### config.mk
export PLATFORM = sky130hd
export DESIGN_NAME = ysyx_23060201_lsu
export DESIGN_NICKNAME = d
export VERILOG_FILES = /design/src/rtl/ysyx_23060201_lsu_pkg.sv /design/src/rtl/ysyx_23060201_lsu_align.sv /design/src/rtl/ysyx_23060201_lsu.sv
export SDC_FILE = /design/constraint.sdc
export NUM_CORES = 1
export LEC_CHECK = 0
export ABC_AREA = 1
export CAP_MARGIN = 30
export CORE_ASPECT_RATIO = 0.9
export CORE_MARGIN = 2
export CORE_UTILIZATION = 30
export DETAILED_ROUTE_END_ITERATION = 7
export HOLD_SLACK_MARGIN = 0.1
export MAX_ROUTING_LAYER = met4
export PLACE_DENSITY = 0.62
export SLEW_MARGIN = 15
export SYNTH_ARGS = -nofsm -noshare
export SYNTH_HDL_FRONTEND = slang
export SYNTH_SLANG_ARGS = --single-unit
### constraint.sdc
create_clock -name clk -period 2.35 [get_ports clk]
set_input_delay 0.705 -clock clk [delete_from_list [all_inputs] [get_ports clk]]
set_output_delay 0.705 -clock clk [all_outputs]
set_load 0.02 [all_outputs]
### src/rtl/ysyx_23060201_lsu_pkg.sv
// Shared definitions for the load/store unit: FSM state encoding, funct3
// access codes, the byte-lane mask table and the request fault check.
package ysyx_23060201_lsu_pkg;

    typedef enum logic [1:0] {
        ST_IDLE   = 2'd0,
        ST_ACCESS = 2'd1,
        ST_RESP   = 2'd2
    } lsu_state_e;

    // funct3 access codes
    localparam logic [2:0] OP_B  = 3'b000;
    localparam logic [2:0] OP_H  = 3'b001;
    localparam logic [2:0] OP_W  = 3'b010;
    localparam logic [2:0] OP_BU = 3'b100;
    localparam logic [2:0] OP_HU = 3'b101;

    // Byte-lane mask table; upper nibble is always zero on a 32-bit bus.
    function automatic logic [7:0] lane_mask(input logic [2:0] op, input logic [1:0] off);
        case (op)
            OP_B, OP_BU: lane_mask = 8'h01 << off;
            OP_H, OP_HU: lane_mask = 8'h03 << off;
            default:     lane_mask = 8'h0F;
        endcase
    endfunction

    // A request faults when its type is ambiguous, its funct3 is not legal
    // for that type, or its address is not naturally aligned.
    function automatic logic req_fault(input logic       is_load,
                                       input logic       is_store,
                                       input logic [2:0] op,
                                       input logic [1:0] off);
        logic legal;
        logic misaligned;
        legal      = 1'b0;
        misaligned = 1'b0;
        case (op)
            OP_B:    legal = 1'b1;
            OP_H:    begin legal = 1'b1;    misaligned = off[0];          end
            OP_W:    begin legal = 1'b1;    misaligned = (off != 2'b00);  end
            OP_BU:   legal = is_load;
            OP_HU:   begin legal = is_load; misaligned = off[0];          end
            default: legal = 1'b0;
        endcase
        req_fault = (is_load == is_store) || !legal || misaligned;
    endfunction

endpackage

### src/rtl/ysyx_23060201_lsu_align.sv
// Load-data extract/extend: shifts the addressed lane of a memory word down
// to bit 0, truncates to the access size and sign- or zero-extends it.
//   word   : full word returned by memory
//   op     : funct3 of the load
//   offset : byte offset within the word (addr[1:0])
//   data   : extended load result
module ysyx_23060201_lsu_align
    import ysyx_23060201_lsu_pkg::*;
#(
    parameter int DATA_WIDTH = 32
) (
    input  logic [DATA_WIDTH-1:0] word,
    input  logic [2:0]            op,
    input  logic [1:0]            offset,
    output logic [DATA_WIDTH-1:0] data
);

    logic [DATA_WIDTH-1:0] lane;

    assign lane = word >> {offset, 3'b000};

    // NOTE: every output of a combinational block gets a value on every path
    // (here via the default arm), otherwise synthesis infers a latch.
    always_comb begin
        case (op)
            OP_B:    data = {{(DATA_WIDTH-8){lane[7]}},   lane[7:0]};
            OP_H:    data = {{(DATA_WIDTH-16){lane[15]}}, lane[15:0]};
            OP_BU:   data = {{(DATA_WIDTH-8){1'b0}},      lane[7:0]};
            OP_HU:   data = {{(DATA_WIDTH-16){1'b0}},     lane[15:0]};
            default: data = lane;
        endcase
    end

endmodule

### src/rtl/ysyx_23060201_lsu.sv
// Load/store unit between EXU and WBU.
//   in_*   : request handshake from EXU (valid/ready, type, funct3, addr, wdata)
//   mem_*  : word-aligned read/write strobes, addresses, lane masks and data
//   out_*  : result handshake to WBU (extended load data, misalign fault)
// Accepted requests wait MEM_LATENCY cycles in ACCESS, then hold their result
// in RESP until WBU takes it. Faulting requests skip ACCESS and issue nothing.
module ysyx_23060201_lsu
    import ysyx_23060201_lsu_pkg::*;
#(
    parameter int MEM_ADDR_WIDTH = 32,
    parameter int DATA_WIDTH     = 32,
    parameter int MEM_LATENCY    = 1
) (
    input  logic                      clk,
    input  logic                      rst_n,
    input  logic                      in_valid,
    output logic                      in_ready,
    input  logic                      in_is_load,
    input  logic                      in_is_store,
    input  logic [2:0]                in_op,
    input  logic [MEM_ADDR_WIDTH-1:0] in_addr,
    input  logic [DATA_WIDTH-1:0]     in_wdata,
    output logic                      mem_ren,
    output logic [MEM_ADDR_WIDTH-1:0] mem_raddr,
    output logic [7:0]                mem_rmask,
    input  logic [DATA_WIDTH-1:0]     mem_rdata,
    output logic                      mem_wen,
    output logic [MEM_ADDR_WIDTH-1:0] mem_waddr,
    output logic [7:0]                mem_wmask,
    output logic [DATA_WIDTH-1:0]     mem_wdata,
    output logic                      out_valid,
    input  logic                      out_ready,
    output logic [DATA_WIDTH-1:0]     out_rdata,
    output logic                      out_misalign
);

    localparam logic [3:0] LAT_INIT = 4'(MEM_LATENCY);

    lsu_state_e                state_q, state_d;
    logic [3:0]                cnt_q, cnt_d;
    logic [2:0]                op_q;
    logic [MEM_ADDR_WIDTH-1:0] addr_q;
    logic [DATA_WIDTH-1:0]     wdata_q;
    logic                      is_load_q;
    logic [DATA_WIDTH-1:0]     rdata_q;
    logic                      misalign_q;

    logic                      accept;
    logic                      fault;
    logic                      first_access;
    logic                      last_access;
    logic [DATA_WIDTH-1:0]     load_data;

    assign fault        = req_fault(in_is_load, in_is_store, in_op, in_addr[1:0]);
    assign first_access = (state_q == ST_ACCESS) && (cnt_q == LAT_INIT);
    assign last_access  = (state_q == ST_ACCESS) && (cnt_q == 4'd1);

    // Next-state logic
    always_comb begin
        state_d = state_q;
        cnt_d   = cnt_q;
        accept  = 1'b0;
        case (state_q)
            ST_IDLE: begin
                if (in_valid) begin
                    accept = 1'b1;
                    if (fault) begin
                        state_d = ST_RESP;
                    end else begin
                        state_d = ST_ACCESS;
                        cnt_d   = LAT_INIT;
                    end
                end
            end
            ST_ACCESS: begin
                cnt_d = cnt_q - 4'd1;
                if (cnt_q == 4'd1) state_d = ST_RESP;
            end
            ST_RESP: begin
                if (out_ready) state_d = ST_IDLE;
            end
            default: state_d = ST_IDLE;
        endcase
    end

    // NOTE: sequential state is assigned with <= so every register samples
    // the pre-edge values of the others, independent of statement order.
    always_ff @(posedge clk) begin
        if (!rst_n) begin
            state_q <= ST_IDLE;
            cnt_q   <= 4'd0;
        end else begin
            state_q <= state_d;
            cnt_q   <= cnt_d;
        end
    end

    // Request latch and result registers. Result is cleared on accept so
    // stores and faults report zero data.
    always_ff @(posedge clk) begin
        if (!rst_n) begin
            op_q       <= 3'd0;
            addr_q     <= '0;
            wdata_q    <= '0;
            is_load_q  <= 1'b0;
            rdata_q    <= '0;
            misalign_q <= 1'b0;
        end else begin
            if (accept) begin
                op_q       <= in_op;
                addr_q     <= in_addr;
                wdata_q    <= in_wdata;
                is_load_q  <= in_is_load;
                rdata_q    <= '0;
                misalign_q <= fault;
            end
            if (last_access && is_load_q) begin
                rdata_q <= load_data;
            end
        end
    end

    ysyx_23060201_lsu_align #(
        .DATA_WIDTH (DATA_WIDTH)
    ) u_align (
        .word   (mem_rdata),
        .op     (op_q),
        .offset (addr_q[1:0]),
        .data   (load_data)
    );

    // Strobes come only from latched state; rst_n gating kills a pending
    // first-cycle write the instant reset is asserted.
    assign mem_ren   = rst_n && (state_q == ST_ACCESS) && is_load_q;
    assign mem_wen   = rst_n && first_access && !is_load_q;
    assign mem_raddr = {addr_q[MEM_ADDR_WIDTH-1:2], 2'b00};
    assign mem_waddr = {addr_q[MEM_ADDR_WIDTH-1:2], 2'b00};
    assign mem_rmask = lane_mask(op_q, addr_q[1:0]);
    assign mem_wmask = lane_mask(op_q, addr_q[1:0]);
    assign mem_wdata = wdata_q << {addr_q[1:0], 3'b000};

    assign in_ready     = (state_q == ST_IDLE);
    assign out_valid    = (state_q == ST_RESP);
    assign out_rdata    = rdata_q;
    assign out_misalign = misalign_q;

endmodule

==> impl_metrics.py <==
metrics = {
    "placement": {
        "place.gp.congestion": 0.874,
        "hpwlAfterDp_um": 13700,
        "port-buffer-count": 243,
        "post_dp_cell_area_um2": 7950,
        "place_inst": 1234,
    },
    "timing": {
        "slew_headroom_pct": 59.1,
        "timing.final.crit_share_pct": 99.3,
        "setup_viol": 0,
        "hold_viol": 0,
        "fin_skew_ps": 8.70,
        "max_slew.worst_pin.slew_ps": 613,
        "fmax_mhz": 429,
        "slew_viol_final": 0,
        "finalCriticalPeriod_ps": 2330,
        "rsz0062_at_grt": "yes",
    },
    "setup_path": {
        "cp.required_ps": 1640,
        "reg2regPathDepth": 9,
        "worstPathMaxFanout": 9,
        "r2r_end": "out_rdata[27]",
        "endpoint": "mem_wmask[2]",
        "crit_start": "addr_q[0]",
        "start_kind": "register",
        "end_kind": "output pin",
        "critPathArrivalTime_ps": 1630,
        "reg2reg_setup_slack_ps": 570,
        "r2r_start": "addr_q[0]",
        "path_class": "reg -> out",
    },
    "detailed_routing": {
        "firstDrtPassIters": 5,
        "ant_nets": 0,
        "viasPerCell": 4.56,
        "via_count": 5710,
        "totalWireLength_um": 18400,
        "drtIter0Drc": 445,
        "wl_per_cell_um": 14.7,
        "drc_errors": 0,
    },
    "power": {
        "power.leakage_nw": 3.34,
        "ir_drop_mv": 0.330,
        "power_density_nw_per_um2": 655,
    },
    "cts": {
        "cts_root_buf": "clkbuf_16",
        "postCtsHoldBufs": 0,
        "clk_latency_ps": 360,
        "cts_tree": "built",
        "cts_made_buffers": 9,
        "clkSlewWorstSetupHoldPaths_ps": 70,
        "cts_buffer_depth": 2,
        "clock_sinks": 107,
        "post-cts-setup-buffers": 0,
        "cts_max_level": 3,
    },
    "yosys": {
        "synth-edff-count": 0,
        "synth_ff_type": "dfxtp_1",
        "synthCells": 837,
        "avgSynthCellArea_um2": 6.85,
        "syn_area_um2": 5730,
        "yosys_warnings": 0,
        "ys_seq_elements": 107,
        "ys_seq_area_share_pct": 37.4,
        "synth-async-reset-ratio_pct": 0,
        "yosys.cell_types.count": 38,
    },
    "run_status": {
        "outcome": "finished, final reports clean",
    },
    "final_layout": {
        "areaGrowthSynthToFinish_pct": 42.3,
        "drive_gt1_share_pct": 9.95,
        "layout.cells.most_common_list": "clkdlybuf4s50_1 (198), nor2_1 (157), nand2_1 (141), dfxtp_1 (104), o21ai_0 (103)",
        "finalNonFillerCells": 1251,
        "final_area_um2": 8150,
        "final_common_cell": "clkdlybuf4s50_1",
        "finalNetCount": 1107,
    },
    "global_route": {
        "grt_overflow": 0,
        "grt_pass1_vias": 5273,
        "grt_max_degree": 72,
        "grt_util_all_layers_pct": 18.5,
        "antenna_found_initial": 1,
        "grt_pass1_wl_um": 28400,
    },
    "floorplan": {
        "die_area_um2": 20200,
        "row_count": 47,
        "die_h_um": 135,
        "pin_count": 254,
        "coreArea_um2": 18600,
        "initial_core_util_pct": 30.8,
        "die_w_um": 150,
    },
    "job": {
        "max-cap-violations": 0,
    },
    "worst_hold_path": {
        "hold_class": "reg -> reg",
    },
}
## what timing repair did
item,in CTS,in global routing
endpoints found under the hold margin,0,0
resized for setup,79,28
endpoints found under the setup margin,44,28
## power breakdown
| part | switching (mW) | internal (mW) |
|---|---|---|
| clock network | 0.757 | 0.847 |
| logic | 0.988 | 0.716 |
| registers | 0.0955 | 1.94 |
## area by class of cell
cell class | count | area (um^2)
clock inverter | 7 | 82.6
fill | 2031 | 10400
sequential | 107 | 2150
inverter | 48 | 188
timing repair buffer | 272 | 2600
tap | 245 | 307
antenna | 1 | 2.50
multi-input combinational | 562 | 2610
clock buffer | 9 | 225
## Yosys cell counts, types with 2 or more instances
library cell  number  area (um^2)
buf_6              4         45.0
a21oi_2            6         52.6
nand2_4            2         22.5
clkinv_1           5         18.8
nand2_2            2         12.5
buf_1              2         7.51
buf_4             79          593
dfxtp_1          107         2140
o21ai_0          108          541
inv_1             34          128
buf_2             13         65.1
a21oi_1           82          410
nor2_2             3         18.8
clkbuf_1          30          113
o211ai_1           8         60.1
ha_1               2         25.0
inv_2              7         26.3
o22ai_1            8         50.1
nand3_1           16         80.1
nand2_1          142          533
nor3_1             4         20.0
nor2_1           157          589
## cell families after synthesis
group,Yosys count,synth area share [%]
buffers and inverters,177,17.9
xor gates and xnor gates,2,0.306
AOI/OAI and AO/OA,215,20.0
other,1,0.0654
adders and majority gates,2,0.437
DFF,107,37.4
and+or+nand+nor,333,23.9
## registers in the layout, indices dropped and copies added (netlist names)
register,flops
op_q,3
state_q,2
wdata_q,32
addr_q,32
is_load_q,1
out_misalign,1
out_rdata,32
cnt_q,4
## worst min path at each step
stage,depth (start not counted),end,from,slack (ps)
6_report,2,out_rdata[22],out_rdata[22],470
5_1_grt,2,out_rdata[22],out_rdata[22],500
4_1_cts,2,out_rdata[8],out_rdata[8],470
3_5_place_dp,2,out_rdata[8],out_rdata[8],460
3_3_place_gp,2,out_rdata[31],out_rdata[31],450
2_1_floorplan,2,wdata_q[0],wdata_q[0],440
## metrics by stage
stage	power, mW	worst slack, ps	hold slack, ps	utilization (%)	TNS [ps]
2_1_floorplan	3.17	-52.0	444	-	-104
3_3_place_gp	3.86	-125	453	42.8	-276
3_5_place_dp	3.87	-121	458	42.8	-324
4_1_cts	5.42	2.17	470	44.2	0
5_1_grt	5.62	-75.3	497	43.9	-238
6_report	5.34	17.5	467	43.9	0
## worst max-delay path, stage by stage (launching register included)
cell	delay, ps
dfxtp_2	380
inv_2	70
nor2_2	110
inv_2	110
o21ai_1	230
dlygate4sd2_1	370
## metal layers
layer  share of wire, %  vias up  track usage (%)  routed length (um)
met5                  0        -                -                   0
met4                1.2        0             4.56                 222
met3                7.4       15             4.88                1370
met2                 46      185             29.2                8560
met1                 45     2571             23.7                8270
li1                   -     2939                -                   -
Power figures use the tool's default switching activity.
